$ cat config.mk
export PLATFORM = sky130hd
export DESIGN_NAME = mux2x1_arbiter
export DESIGN_NICKNAME = d
export VERILOG_FILES = /design/src/rtl/mux_arb_pkg.sv /design/src/rtl/mux2x1.sv /design/src/rtl/mux2x1_arbiter.sv
export SDC_FILE = /design/constraint.sdc
export NUM_CORES = 1
export LEC_CHECK = 0
export ABC_AREA = 1
export BUFFER_PORTS_ARGS = -buffer_cell sky130_fd_sc_hd__buf_2
export CAP_MARGIN = 10
export CORE_MARGIN = 10
export CORE_UTILIZATION = 41
export DETAILED_ROUTE_END_ITERATION = 8
export MAX_ROUTING_LAYER = met4
export PLACE_DENSITY = 0.75
export SLEW_MARGIN = 20
export SYNTH_ARGS = -nofsm -noshare
export SYNTH_HDL_FRONTEND = slang
export SYNTH_HIERARCHICAL = 1
export SYNTH_SLANG_ARGS = --single-unit
$ cat constraint.sdc
create_clock -name Clk -period 1.1 [get_ports Clk]
set_input_delay 0.055 -clock Clk [delete_from_list [all_inputs] [get_ports Clk]]
set_output_delay 0.055 -clock Clk [all_outputs]
set_load 0.02 [all_outputs]
$ cat src/rtl/mux_arb_pkg.sv
// rtl/mux_arb_pkg.sv - shared widths, source encodings and grant helper for mux2x1_arbiter
package mux_arb_pkg;

  localparam int WIDTH_DEF = 32;

  // Source encodings double as the mux select value.
  localparam logic SRC_A = 1'b0;
  localparam logic SRC_B = 1'b1;

  localparam logic LAST_GRANT_RST = SRC_B;

  function automatic logic rr_pick(input logic valid_a, input logic valid_b, input logic last_grant);
    logic pick;
    pick = last_grant;
    case ({valid_b, valid_a})
      2'b01:   pick = SRC_A;
      2'b10:   pick = SRC_B;
      2'b11:   pick = ~last_grant;
      default: pick = last_grant;
    endcase
    return pick;
  endfunction

endpackage

$ cat src/rtl/mux2x1.sv
// rtl/mux2x1.sv - WIDTH-bit 2:1 multiplexer, sel=0 picks inA, sel=1 picks inB
module mux2x1
  import mux_arb_pkg::*;
#(
  parameter int WIDTH = WIDTH_DEF
) (
  output logic [WIDTH-1:0] out,
  input  logic [WIDTH-1:0] inA,
  input  logic [WIDTH-1:0] inB,
  input  logic             sel
);

  assign out = (sel == SRC_B) ? inB : inA;

endmodule

$ cat src/rtl/mux2x1_arbiter.sv
// rtl/mux2x1_arbiter.sv - round-robin arbiter over a shared 2:1 mux with a registered valid/ready output stage
// Burst lock input is present only when MUX2X1_ARB_LOCK_EN is defined.
module mux2x1_arbiter
  import mux_arb_pkg::*;
#(
  parameter int WIDTH = WIDTH_DEF
) (
  input  logic             Clk,
  input  logic             Reset,
  input  logic [WIDTH-1:0] inA,
  input  logic             validA,
  output logic             readyA,
  input  logic [WIDTH-1:0] inB,
  input  logic             validB,
  output logic             readyB,
`ifdef MUX2X1_ARB_LOCK_EN
  input  logic             lock,
`endif
  output logic [WIDTH-1:0] out,
  output logic             out_valid,
  input  logic             out_ready,
  output logic             out_src
);

  logic             r_last_grant;
  logic [WIDTH-1:0] r_out;
  logic             r_out_valid;
  logic             r_out_src;

  logic             w_sel;
  logic             w_load_en;
  logic             w_xfer;
  logic             w_next_grant;
  logic [WIDTH-1:0] w_mux_out;

  mux2x1 #(.WIDTH(WIDTH)) u_mux (
    .out (w_mux_out),
    .inA (inA),
    .inB (inB),
    .sel (w_sel)
  );

  assign w_sel     = rr_pick(validA, validB, r_last_grant);
  assign w_load_en = !r_out_valid || out_ready;

  assign readyA = !Reset && w_load_en && validA && (w_sel == SRC_A);
  assign readyB = !Reset && w_load_en && validB && (w_sel == SRC_B);
  assign w_xfer = readyA || readyB;

`ifdef MUX2X1_ARB_LOCK_EN
  // Locked transfer points last_grant away from the winner so it wins the next tie too.
  assign w_next_grant = lock ? ~w_sel : w_sel;
`else
  assign w_next_grant = w_sel;
`endif

  always_ff @(posedge Clk) begin
    if (Reset) begin
      r_out        <= '0;
      r_out_valid  <= 1'b0;
      r_out_src    <= SRC_A;
      r_last_grant <= LAST_GRANT_RST;
    end else if (w_xfer) begin
      r_out        <= w_mux_out;
      r_out_valid  <= 1'b1;
      r_out_src    <= w_sel;
      r_last_grant <= w_next_grant;
    end else if (r_out_valid && out_ready) begin
      r_out_valid  <= 1'b0;
    end
  end

  assign out       = r_out;
  assign out_valid = r_out_valid;
  assign out_src   = r_out_src;

endmodule
==> out/results.env <==
RUN_STATUS='complete, but fails checks'
VIOLATIONS='negative setup slack'
FIN_TNS_SETUP_NS=-1.14
NUMBER_OF_DIODES=0
PER_INSTANCE_AVERAGE_AREA_AFTER_SYNTHESIS_UM2=6.77
ANTENNA_VIOLATIONS_BEFORE_REPAIR=0
YS_WARN_COUNT=6
P_INT_W=0.00231
INITIAL_UTILIZATION_PCT=42.4
CTS_TREE='yes'
NUM_IO_PINS=105
LAYOUT-DRIVE-GT1-SHARE_PCT=39.3
CLOCKROOTBUFFER='clkbuf_8'
REQUIRED_NS=1.04
COMBINED_AREA_OF_ALL_SYNTHESIZED_CELLS_UM2=2000
DRT_WL_TOTAL_UM=6610
GROUTE.LAYER.MET2.USAGE_PCT=27.6
SEQCELLAREA_UM2=706
DRCVIOLATIONCOUNT=0
STD_CELL_ROWS=25
CRITICAL_PATH.ENDPOINT_TYPE='output port'
GROUTE.LAYER.MET3.USAGE_PCT=4.07
CLK_PIN_SLEW_WORST_PATHS_NS=0.07
GLOBALROUTETOTALUTIL_PCT=15.8
YOSYS.CELL_TYPES.COUNT=19
PLACED_CELLS=462
CLK_PATH_BUF_DEPTH=2
WORST_SETUP_PATH_START_KIND='register'
HOLDCRITPATHCLASS='in -> reg'
TIGHTESTPINTRANSITION_NS=0.255
SYNTH_SEQ_AREA_SHARE_PCT=35.0
HOLDBUFCOUNTCTS=0
WORSTPATHMAXFANOUT=5
FINAL_PERIOD_MINUS_WORST_SETUP_SLACK_NS=1.18
DIE-HEIGHT_UM=89.9
LAYOUT-AREA-OVERHEAD-VS-SYNTH_PCT=38.4
FINISH.NET_COUNT=478
MAX_FREQ_GHz=0.845
SETUP_VIOL_COUNT_FINAL=32
MULTIINPUTGATEAREA_UM2=1150
GPL.FINAL_WEIGHTED_CONGESTION=0.765
NUMBER_OF_ENDPOINTS_WITH_NEGATIVE_HOLD_SLACK_IN_THE_FINAL_REPORT=0
CLOCK_POWER_SHARE_PCT=25.9
INITIALDRTVIOLATIONCOUNT=138
NET-SWITCHING-POWER_W=0.00123
LEAKAGEPOWER_nW=1.56
DESIGN.CORE.AREA_UM2=4720
SWITCHING_SHARE_PCT=34.7
CLOCK_LATENCY_NS=0.29
YS_SEQ_ELEMENTS=35
RELATIVE_CONTRIBUTION_OF_COMBINATIONAL_CELLS_TO_TOTAL_POWER_PCT=33.1
MAPPEDNETLISTNETS=365
NETLIST_INSTANCES=296
SLEW_VIOLATIONS=0
DRT-PASS1-ITER-COUNT=4
DRV_CAP=0
HTREE_LEVELS=2
POSTROUTEANTENNANETS=0
DIE-AREA_UM2=8090
WORSTPATHARRIVAL_NS=1.13
GRT_PASS1_WL_UM=10500
FINAL_CRITICAL_PATH_SETUP_SLACK_NS=-0.0834
SETUP_REPAIR_AFTER_GLOBAL_ROUTING_MISSED_ITS_MARGIN='yes'
VIAS=2176
WORST_SLEW_MARGIN_REL_PCT=83.0
IR_DROP_uV=595
AVGVIACOUNTPERCELL=4.56
FIRST_GLOBAL_VIAS=2203
FP.DIEW_UM=89.9
FINALCLOCKSKEW_NS=0.00724
GRT-OVFL-TOTAL=0
PWR_DENSITY_CELL_nW_PER_UM2=1270
WL_PER_CELL_UM=13.9
GRT_MAX_DEGREE=33
PLACE.PORT_BUFFERS=104
CTS_MADE_BUFFERS=5
FILL_CELLS=440
LAYOUT.CELLS.NON_FILLER=477
SHARE_SEQ_OF_TOTAL_POWER_PCT=41.0
CTS_SINKS=35
FINAL.PERIOD_UTILIZATION_PCT=108
MET1_CAPACITY_USAGE_DURING_GLOBAL_ROUTING_PCT=16.7
TIMING_WORST_SETUP_PATH_TYPE='reg -> out'
GLOBAL_ROUTE.PEAK_USAGE_LAYER='met2'
DP_HPWL_UM=4710
==> critical path, stage by stage (launching register included) <==
cell     delay [ns]
dfxtp_4        0.39
nand2_4        0.07
o21a_4         0.15
nor2_4         0.11
buf_6          0.13
==> flip-flops by register name, summed over array words and instances, names as in the netlist <==
register	cells
out	32
out_src	1
out_valid	1
r_last_grant	1
==> per-layer routing <==
metal	routed length, µm	up-vias
met5	0	-
li1	-	1142
met1	2750	952
met2	3440	72
met3	311	10
met4	106	0
==> layout make-up <==
class | instances | area share, %
clock inverters | 3 | 0.541
well taps | 67 | 3.02
multi-input cells | 239 | 41.6
clock buffers | 5 | 2.48
repair buffers | 122 | 25.2
inverters | 4 | 1.08
repair inverters | 2 | 0.631
flip-flops and latches | 35 | 25.4
==> final timing paths <==
check | from | to | slack, ns | cells past startpoint
min | Reset | out_src$_SDFFE_PP0P_ | 0.02 | 2
max reg2reg | r_last_grant$_SDFFE_PP1P_ | out[13]$_SDFFE_PP0P_ | -0.06 | 7
min reg2reg | out_src$_SDFFE_PP0P_ | out_src$_SDFFE_PP0P_ | 0.49 | 2
max | r_last_grant$_SDFFE_PP1P_ | readyA | -0.08 | 4
==> synth_stat cells <==
library cell	instances	area share, %
o21a_1	1	0.37
nand3_4	2	1.7
o21ai_2	1	0.44
clkbuf_8	3	2.1
buf_6	9	5.1
buf_2	1	0.25
nand2_1	120	22
nand3b_1	32	12
buf_12	1	1.0
a21oi_1	3	0.75
inv_8	1	0.56
inv_4	1	0.31
dfxtp_1	35	35
nand2_2	11	3.4
buf_4	2	0.75
nor2_1	65	12
inv_1	2	0.37
clkbuf_1	3	0.56
nand3_1	3	0.75
==> power by group through the flow <==
stage	registers (W)	clock network, W	logic [W]
detailed placement	0.00147	0	0.00108
CTS	0.00145	0.000941	0.00112
global route	0.00146	0.00102	0.00130
floorplan	0.00162	0	0.000611
global placement	0.00147	0	0.00107
finish	0.00145	0.000915	0.00117
==> cell usage in the layout (no fill, tap or decap), types with 2 or more instances in the layout <==
cell type and instances:
buf_2 103, inv_6 2, nand2_1 116, nand2_4 2, nand3_4 2, buf_6 4, nand3b_1 32, o21a_4 2
clkinv_2 3, nand3_1 2, dfxtp_1 33, clkbuf_8 5, nor2_1 64, nand2_2 13, buf_4 13, buf_12 2
==> what timing repair did <==
action / in CTS / in global routing
pin swaps: 5 / 6
cloned: 0 / 4
buffers inserted: 3 / 0
resized for setup: 13 / 11
setup endpoints to repair: 35 / 35
endpoints found under the hold margin: 0 / 0
==> metrics by stage <==
stage / hold WS, ns / instance area [µm²] / total power, W / worst slack (ns) / util, %
after detailed placement: 0.294 / 2550 / 0.00255 / -0.212 / 53.9
after global routing: 0.00439 / 2770 / 0.00378 / -0.134 / 58.7
after global placement: 0.291 / 2550 / 0.00253 / -0.120 / 53.9
after floorplan: 0.117 / 2010 / 0.00223 / -0.0266 / -
after CTS: 0.0127 / 2700 / 0.00351 / -0.107 / 57.2
final: 0.0165 / 2770 / 0.00354 / -0.0834 / 58.7
==> cells by family after synthesis <==
kind of cell | synth area share [%]
DFF | 35.0
and+or+nand+nor | 52.6
AOI/OAI and AO/OA | 1.56
buffers and inverters | 10.9
No activity file was read; power rests on OpenSTA's default activity.
